## config.mk

```make
export PLATFORM = sky130hd
export DESIGN_NAME = riscv_multicycle_ctrl_flat
export DESIGN_NICKNAME = d
export VERILOG_FILES = /design/src/rtl/riscv_multicycle_ctrl_if.sv /design/src/rtl/riscv_multicycle_ctrl.sv /design/src/flat_wrapper.sv
export SDC_FILE = /design/constraint.sdc
export NUM_CORES = 1
export LEC_CHECK = 0
export CORE_AREA = 2 2 102 85
export DETAILED_ROUTE_END_ITERATION = 6
export DIE_AREA = 0 0 104 87
export GPL_TIMING_DRIVEN = 0
export PLACE_DENSITY = 0.48
export SLEW_MARGIN = 20
export SYNTH_ARGS = -nofsm -noshare
export SYNTH_HDL_FRONTEND = slang
export SYNTH_SLANG_ARGS = --single-unit
```

## constraint.sdc

```tcl
create_clock -name clk -period 3.99 [get_ports clk]
set_input_delay 0.9975 -clock clk [delete_from_list [all_inputs] [get_ports clk]]
set_output_delay 0.9975 -clock clk [all_outputs]
set_load 0.03 [all_outputs]
```

## src/rtl/riscv_multicycle_ctrl_if.sv

```systemverilog
// Control-to-datapath bundle of the multi-cycle RV32 core: memory handshake,
// datapath steering, trap flag and the retired-instruction count.
interface riscv_multicycle_ctrl_if #(
    parameter int CNT_W = 32
);
    logic [6:0]       opcode;
    logic             zero;
    logic             mem_ready;
    logic             mem_req;
    logic             mem_we;
    logic             iord;
    logic             ir_write;
    logic             pc_write;
    logic             pc_src;
    logic [1:0]       alu_src_a;
    logic [1:0]       alu_src_b;
    logic [1:0]       alu_op;
    logic             reg_write;
    logic             mem_to_reg;
    logic             illegal;
    logic [CNT_W-1:0] instret;

    modport master (
        input  opcode, zero, mem_ready,
        output mem_req, mem_we, iord, ir_write, pc_write, pc_src,
               alu_src_a, alu_src_b, alu_op, reg_write, mem_to_reg,
               illegal, instret
    );

    modport slave (
        output opcode, zero, mem_ready,
        input  mem_req, mem_we, iord, ir_write, pc_write, pc_src,
               alu_src_a, alu_src_b, alu_op, reg_write, mem_to_reg,
               illegal, instret
    );
endinterface

```

## src/rtl/riscv_multicycle_ctrl.sv

```systemverilog
// Main control FSM of the multi-cycle RV32 core (R-type, lw, sw, beq).
// Moore decode from state; only the FETCH/BRANCH PC/IR strobes look at inputs.
module riscv_multicycle_ctrl #(
    parameter int CNT_W = 32
) (
    input  logic                    clk,
    input  logic                    rst,
    riscv_multicycle_ctrl_if.master bus
);
    localparam logic [6:0] OP_R  = 7'b0110011;
    localparam logic [6:0] OP_LW = 7'b0000011;
    localparam logic [6:0] OP_SW = 7'b0100011;
    localparam logic [6:0] OP_BR = 7'b1100011;

    typedef enum logic [3:0] {
        S_IDLE,
        S_FETCH,
        S_DECODE,
        S_MEM_ADDR,
        S_MEM_READ,
        S_MEM_WB,
        S_MEM_WRITE,
        S_EXEC_R,
        S_ALU_WB,
        S_BRANCH,
        S_TRAP
    } state_t;

    state_t           r_state;
    state_t           w_next;
    logic [CNT_W-1:0] r_instret;

    logic       w_mem_req;
    logic       w_mem_we;
    logic       w_iord;
    logic       w_ir_write;
    logic       w_pc_write;
    logic       w_pc_src;
    logic [1:0] w_alu_src_a;
    logic [1:0] w_alu_src_b;
    logic [1:0] w_alu_op;
    logic       w_reg_write;
    logic       w_mem_to_reg;
    logic       w_illegal;
    logic       w_retire;

    always_ff @(posedge clk or posedge rst) begin
        if (rst) r_state <= S_IDLE;
        else     r_state <= w_next;
    end

    always_comb begin
        w_next       = r_state;
        w_mem_req    = 1'b0;
        w_mem_we     = 1'b0;
        w_iord       = 1'b0;
        w_ir_write   = 1'b0;
        w_pc_write   = 1'b0;
        w_pc_src     = 1'b0;
        w_alu_src_a  = 2'b00;
        w_alu_src_b  = 2'b00;
        w_alu_op     = 2'b00;
        w_reg_write  = 1'b0;
        w_mem_to_reg = 1'b0;
        w_illegal    = 1'b0;
        w_retire     = 1'b0;
        unique case (r_state)
            S_IDLE: w_next = S_FETCH;
            S_FETCH: begin
                // PC+4 goes straight into the PC on the cycle the fetch lands.
                w_mem_req   = 1'b1;
                w_alu_src_b = 2'b01;
                if (bus.mem_ready) begin
                    w_ir_write = 1'b1;
                    w_pc_write = 1'b1;
                    w_next     = S_DECODE;
                end
            end
            S_DECODE: begin
                w_alu_src_a = 2'b10;
                w_alu_src_b = 2'b10;
                unique case (bus.opcode)
                    OP_R:         w_next = S_EXEC_R;
                    OP_LW, OP_SW: w_next = S_MEM_ADDR;
                    OP_BR:        w_next = S_BRANCH;
                    default:      w_next = S_TRAP;
                endcase
            end
            S_MEM_ADDR: begin
                w_alu_src_a = 2'b01;
                w_alu_src_b = 2'b10;
                w_next      = (bus.opcode == OP_LW) ? S_MEM_READ : S_MEM_WRITE;
            end
            S_MEM_READ: begin
                w_mem_req = 1'b1;
                w_iord    = 1'b1;
                if (bus.mem_ready) w_next = S_MEM_WB;
            end
            S_MEM_WB: begin
                w_reg_write  = 1'b1;
                w_mem_to_reg = 1'b1;
                w_retire     = 1'b1;
                w_next       = S_FETCH;
            end
            S_MEM_WRITE: begin
                w_mem_req = 1'b1;
                w_mem_we  = 1'b1;
                w_iord    = 1'b1;
                if (bus.mem_ready) begin
                    w_retire = 1'b1;
                    w_next   = S_FETCH;
                end
            end
            S_EXEC_R: begin
                w_alu_src_a = 2'b01;
                w_alu_op    = 2'b10;
                w_next      = S_ALU_WB;
            end
            S_ALU_WB: begin
                w_reg_write = 1'b1;
                w_retire    = 1'b1;
                w_next      = S_FETCH;
            end
            S_BRANCH: begin
                // Target was precomputed into ALUOut during DECODE.
                w_alu_src_a = 2'b01;
                w_alu_op    = 2'b01;
                w_pc_src    = 1'b1;
                w_pc_write  = bus.zero;
                w_retire    = 1'b1;
                w_next      = S_FETCH;
            end
            S_TRAP: w_illegal = 1'b1;
            default: w_next = S_IDLE;
        endcase
    end

    always_ff @(posedge clk or posedge rst) begin
        if (rst)           r_instret <= '0;
        else if (w_retire) r_instret <= r_instret + 1'b1;
    end

    assign bus.mem_req    = w_mem_req;
    assign bus.mem_we     = w_mem_we;
    assign bus.iord       = w_iord;
    assign bus.ir_write   = w_ir_write;
    assign bus.pc_write   = w_pc_write;
    assign bus.pc_src     = w_pc_src;
    assign bus.alu_src_a  = w_alu_src_a;
    assign bus.alu_src_b  = w_alu_src_b;
    assign bus.alu_op     = w_alu_op;
    assign bus.reg_write  = w_reg_write;
    assign bus.mem_to_reg = w_mem_to_reg;
    assign bus.illegal    = w_illegal;
    assign bus.instret    = r_instret;
endmodule

```

## src/flat_wrapper.sv

```systemverilog
// flat-port wrapper written by rule: the top's interface ports become plain ports
module riscv_multicycle_ctrl_flat 
#(
    parameter int CNT_W = 32
)
  (clk, rst, bus_opcode, bus_zero, bus_mem_ready, bus_mem_req, bus_mem_we, bus_iord, bus_ir_write, bus_pc_write, bus_pc_src, bus_alu_src_a, bus_alu_src_b, bus_alu_op, bus_reg_write, bus_mem_to_reg, bus_illegal, bus_instret);
  riscv_multicycle_ctrl_if #(.CNT_W(CNT_W)) bus_i ();
  input  logic clk;
  input  logic rst;
  input wire logic [$bits(bus_i.opcode)-1:0] bus_opcode;
  input wire logic [$bits(bus_i.zero)-1:0] bus_zero;
  input wire logic [$bits(bus_i.mem_ready)-1:0] bus_mem_ready;
  output wire logic [$bits(bus_i.mem_req)-1:0] bus_mem_req;
  output wire logic [$bits(bus_i.mem_we)-1:0] bus_mem_we;
  output wire logic [$bits(bus_i.iord)-1:0] bus_iord;
  output wire logic [$bits(bus_i.ir_write)-1:0] bus_ir_write;
  output wire logic [$bits(bus_i.pc_write)-1:0] bus_pc_write;
  output wire logic [$bits(bus_i.pc_src)-1:0] bus_pc_src;
  output wire logic [$bits(bus_i.alu_src_a)-1:0] bus_alu_src_a;
  output wire logic [$bits(bus_i.alu_src_b)-1:0] bus_alu_src_b;
  output wire logic [$bits(bus_i.alu_op)-1:0] bus_alu_op;
  output wire logic [$bits(bus_i.reg_write)-1:0] bus_reg_write;
  output wire logic [$bits(bus_i.mem_to_reg)-1:0] bus_mem_to_reg;
  output wire logic [$bits(bus_i.illegal)-1:0] bus_illegal;
  output wire logic [$bits(bus_i.instret)-1:0] bus_instret;
  assign bus_i.opcode = bus_opcode;
  assign bus_i.zero = bus_zero;
  assign bus_i.mem_ready = bus_mem_ready;
  assign bus_mem_req = bus_i.mem_req;
  assign bus_mem_we = bus_i.mem_we;
  assign bus_iord = bus_i.iord;
  assign bus_ir_write = bus_i.ir_write;
  assign bus_pc_write = bus_i.pc_write;
  assign bus_pc_src = bus_i.pc_src;
  assign bus_alu_src_a = bus_i.alu_src_a;
  assign bus_alu_src_b = bus_i.alu_src_b;
  assign bus_alu_op = bus_i.alu_op;
  assign bus_reg_write = bus_i.reg_write;
  assign bus_mem_to_reg = bus_i.mem_to_reg;
  assign bus_illegal = bus_i.illegal;
  assign bus_instret = bus_i.instret;
  riscv_multicycle_ctrl #(.CNT_W(CNT_W)) u_core (.clk(clk), .rst(rst), .bus(bus_i));
endmodule
```

**Yosys cells after proc, flatten, opt, wreduce, memory -nomap -nowiden**

Cells that the tools add are included.

- Flip-flop bits (word level): 36
- Input port bits: 11
- Output and inout port bits: 47
- Logic and storage cells: 51

- $add $sub $neg: 1
- Eq/ne operators: 17
- Mux-type cells: 20
- Bitwise operators: 1
- Reduce and logical (&&, ||, !) cells: 10

Operators with widths:

| operator | count |
|---|---|
| $add 32x1->32 const B | 1 |
| $pmux 4 s8 | 1 |
| $eq 4x3->1 const B | 4 |
| $eq 7x6->1 const B | 2 |
| $eq 4x4->1 const B | 3 |
| $mux 4 | 3 |
| $pmux 2 s2 | 3 |
| $pmux 4 s3 | 1 |
| $mux 1 | 9 |
| $reduce_or 3->1 | 3 |
| $eq 4x2->1 const B | 2 |
| $reduce_or 2->1 | 4 |
| $eq 7x2->1 const B | 1 |
| $eq 7x7->1 const B | 1 |
| $ne 2x2->1 const B | 3 |
| $eq 4x1->1 const B | 1 |
| $logic_not 4->1 | 1 |
| $pmux 1 s2 | 2 |
| $reduce_and 4->1 | 1 |
| $reduce_or 4->1 | 1 |
| $mux 2 | 1 |
| $not 1->1 | 1 |

**Depth between registers and ports, before layout**

- Depth after elaboration: 4
- Depth in mapped cells: 6
- Gate-level depth less buffers: 5

**Worst setup path after synthesis**

No wires, ideal clock.

- Path kind: reg-to-output
- Start point: register u_core.r_state[1]
- End point: output port bus_pc_write
- Data arrival time: 2,084 ps
- Data required time: 2,993 ps
- Setup slack: 908 ps
- Stages on the path, launching flop included: 6
- Buffers on the path: 1
- Cells stage by stage: dfrtp_1 > buf_6 > nand2b_1 > nor3_1 > and2_1 > a21o_1

- Longest elaborated chain between the ends: 2
- Elaborated cells on any way between the ends: 3
- Classes of those cells: eq/ne: 2; mux: 1

RTL lines:

| item | RTL line | source |
|---|---|---|
| start, declared | riscv_multicycle_ctrl.sv:29 | `state_t r_state;` |
| start signal, assigned | riscv_multicycle_ctrl.sv:49 | `else r_state <= w_next;` |
| $eq 4x4->1 / $eq 4x1->1 (equally long branches) | riscv_multicycle_ctrl.sv:67 | `unique case (r_state)` |
| $pmux 1 s2 (*) | riscv_multicycle_ctrl.sv:67 |  |
| end, declared | flat_wrapper.sv:17 | `output wire logic [$bits(bus_i.pc_write)-1:0] bus_pc_write;` |

Mark *: on every way between the ends. The rest lies on a longest branch, timed or not.

**Worst setup path in the final report**

- Start point: input port bus_mem_ready
- End point: output port bus_pc_write

- Longest elaborated chain between the ends: 2

RTL lines:

| item | RTL line | source |
|---|---|---|
| start, declared | flat_wrapper.sv:12 | `input wire logic [$bits(bus_i.mem_ready)-1:0] bus_mem_ready;` |
| $mux 1 | riscv_multicycle_ctrl.sv:73 | `if (bus.mem_ready) begin` |
| $pmux 1 s2 | riscv_multicycle_ctrl.sv:67 |  |

Every way passes these cells.

==> impl_metrics.env <==
export IMPL_p_sw_mw=0.545
export IMPL_antenna_found_initial=0
export IMPL_wl_um=4840
export IMPL_cts_tree="done"
export IMPL_placed_cell_area_um2=2690
export IMPL_grt_use_total=0.112
export IMPL_finalWorstSetupSlack_ns=0.437
export IMPL_cts_resized=0
export IMPL_cp_common_cell="clkdlybuf4s50_1"
export IMPL_dpl_hpwl_um=3650
export IMPL_die_w_um=104
export IMPL_num_rows=30
export IMPL_syn_area_um2=1950
export IMPL_post_drt_via_cell_ratio=4.40
export IMPL_setup_viol=0
export IMPL_drive_gt1_frac=0.0651
export IMPL_start_util=0.241
export IMPL_ys_seq_area_frac=0.461
export IMPL_dp_slack_ns=0.446
export IMPL_synth_cells=196
export IMPL_slowest_delay_ns=0.66
export IMPL_syn2layout_area_growth_pct=41.7
export IMPL_drc=0
export IMPL_port_buffers=57
export IMPL_critPathKind="in2out"
export IMPL_clockBufferDepth=2
export IMPL_powerDensity_nw_per_um2=480
export IMPL_instances_no_fill=373
export IMPL_routabilityCongestion=0.760
export IMPL_outcome="finished clean"
export IMPL_power_mw=1.33
export IMPL_wl_met2_um=2090
export IMPL_antenna_left=0
export IMPL_ctsHoldBuffers=0
export IMPL_async_reset_ff_frac=1.00
export IMPL_clkPwrFrac=0.185
export IMPL_fp_dieArea_um2=9050
export IMPL_comb_power_share=0.471
export IMPL_ioPinCount=58
export IMPL_post_drt_wl_per_cell_um=13.0
export IMPL_p_int_mw=0.785
export IMPL_synth_ff_type="dfrtp_1"
export IMPL_path_clk_slew_ns=0.07
export IMPL_htreeDepth=2
export IMPL_p_sw_frac=0.410
export IMPL_fill_cells=868
export IMPL_finalHoldViolations=0
export IMPL_grt_pass1_vias=1587
export IMPL_critPathRequiredTime_ns=2.99
export IMPL_cp_max_fo=7
export IMPL_p_leak_nw=1.18
export IMPL_yosysTopAreaCell="dfrtp_1"
export IMPL_crit_buf_inv=2
export IMPL_synth_edf_count=0
export IMPL_start_kind="input pin"
export IMPL_cts_num_sinks=36
export IMPL_cts_root_buf="clkbuf_8"
export IMPL_post_cts_setup_buffers=0
export IMPL_worst_slew_pin_transition_ns=0.566
export IMPL_final_area_um2=2770
export IMPL_slew_violations=0
export IMPL_syn_avg_cell_area_um2=9.97
export IMPL_dr_pass1_iters=6
export IMPL_grt_pass1_wl_um=8220
export IMPL_path_cells="clkdlybuf4s50_1 -> and2_1 -> a21o_1 -> clkdlybuf4s50_1"
export IMPL_vdd_ir_drop_max_mv=0.200
export IMPL_fin_crit_ns=3.55
export IMPL_synth_top_cell_area_share=0.461
export IMPL_maxCapViolCount=0
export IMPL_final_nets=273
export IMPL_ys_ff_latch=36
export IMPL_fp_coreArea_um2=8110
export IMPL_rsz0062_at_grt="false"
export IMPL_yosys_warnings=0
export IMPL_crit_arrival_ns=2.56
export IMPL_drtIter0Drc=37
export IMPL_clk_latency_ns=0.28
export IMPL_finalSetupTns_ns=0
export IMPL_cp_top_family="buffers and inverters"
export IMPL_wl_met3_um=299
export IMPL_numCtsBuffers=5
export IMPL_period_share=0.890
export IMPL_diodes=0
export IMPL_wl_met1_um=2390
export IMPL_dp_cells=366
export IMPL_skew_ns=0.00286
export IMPL_synth_area_top_cells="dfrtp_1 (46%), xnor2_1 (8.1%), xor2_1 (5.8%)"
export IMPL_synth_distinct_cells=43
export IMPL_gr_total_overflow=0
export IMPL_grt_start_max_net_pins=22
export IMPL_power_frac_seq=0.344
export IMPL_die_y_um=87
export IMPL_vias=1641
export IMPL_endpoint_kind="primary output"
export IMPL_relSlewSlack=0.623
export IMPL_max_freq_mhz=281
export IMPL_critPathSlowestCell="clkdlybuf4s50_1"
export IMPL_routed_top_layer="met4"
export IMPL_syn_num_nets=208
export IMPL_hold_path_class="reg2reg"
## power groups by stage
stage / sequential (mW) / clock, mW / combinational (mW)
5_1_grt: 0.467 / 0.276 / 0.680
4_1_cts: 0.459 / 0.256 / 0.635
6_report: 0.458 / 0.245 / 0.627
3_3_place_gp: 0.467 / 0 / 0.632
3_5_place_dp: 0.465 / 0 / 0.632
2_1_floorplan: 0.496 / 0 / 0.379
## flip-flops by register name (all words and copies together) (netlist names)
name	cells
u_core.bus.instret	32
u_core.r_state	4
## area by class of cell
cell class              count  area [um^2]  area share
plain buffers               5         26.3     0.00949
repair buffers             58          598       0.216
multi-input cells         151         1010       0.365
flip-flops and latches     36          901       0.325
clock inverters             1         5.00     0.00181
well taps                 112          140      0.0506
inverters                   4         15.0     0.00542
clock buffers               6         72.6      0.0262
## final timing paths
kind                                        startpoint                     end  slack [ns]  cells past startpoint
worst max register to register   u_core.bus.instret[7]  u_core.bus.instret[26]        1.92                      5
worst min-delay path            u_core.bus.instret[31]  u_core.bus.instret[31]        0.47                      1
worst max-delay path                     bus_mem_ready            bus_pc_write        0.44                      4
worst min register to register  u_core.bus.instret[31]  u_core.bus.instret[31]        0.47                      1
min in group asynchronous                          rst  u_core.bus.instret[24]        1.01                      2
max in group asynchronous                          rst   u_core.bus.instret[1]        2.54                      3
## synth_stat cells (all sizes together), types with 2 or more instances
cell,count
a211oi,2
nor2b,2
o21a,2
nand4,7
and3,9
a21oi,5
nand4bb,3
nand2,17
nor3,4
clkbuf,4
nand3,11
xnor2,18
inv,4
and2,2
nor4,2
nand2b,5
and4,3
xor2,13
o21ai,4
dfrtp,36
o22ai,2
nor2,23
nand3b,2
## logic make-up (layout without fill, tap and decap cells)
group                    after synthesis  in the layout  synth area share
adder cells (fa/ha/maj)                2              2            0.0115
AO/OA/AOI/OAI                         21             21            0.0800
AND/OR/NAND/NOR                       97             97             0.287
buffers and inverters                  9             74            0.0211
XOR/XNOR                              31             31             0.139
flip-flops                            36             36             0.461
## layout by cell type (no fill, tap or decap), types with 2 or more instances in the layout
| master | n |
|---|---|
| clkdlybuf4s50_1 | 57 |
| dfrtp_1 | 36 |
| nor2_1 | 20 |
| xnor2_1 | 18 |
| nand2_1 | 17 |
| xor2_1 | 13 |
| nand3_1 | 11 |
| and3_1 | 9 |
| nand4_1 | 7 |
| clkbuf_1 | 5 |
| a21oi_1 | 5 |
| nand2b_1 | 5 |
| clkbuf_8 | 5 |
| nor3_1 | 4 |
| inv_1 | 3 |
| nand4bb_1 | 3 |
| and4_1 | 3 |
| o21ai_0 | 3 |
| nor2b_1 | 2 |
| nor2_2 | 2 |
| o21a_1 | 2 |
| and2_1 | 2 |
| o22ai_1 | 2 |
| a211oi_1 | 2 |
| nand3b_1 | 2 |
## through the flow
stage,hold slack (ns),util
after global placement,0.462,0.329
after detailed placement,0.467,0.332
after CTS,0.476,0.342
after floorplan,0.630,-
after global routing,0.494,0.342
final,0.468,0.342
## per-layer routing
| layer | track usage | vias to the layer above |
|---|---|---|
| li1 | - | 811 |
| met3 | 0.0337 | 4 |
| met5 | 0 | - |
| met2 | 0.160 | 46 |
| met4 | 0.0369 | 0 |
| met1 | 0.162 | 780 |
Note: power is estimated with default switching activity, not from simulation.
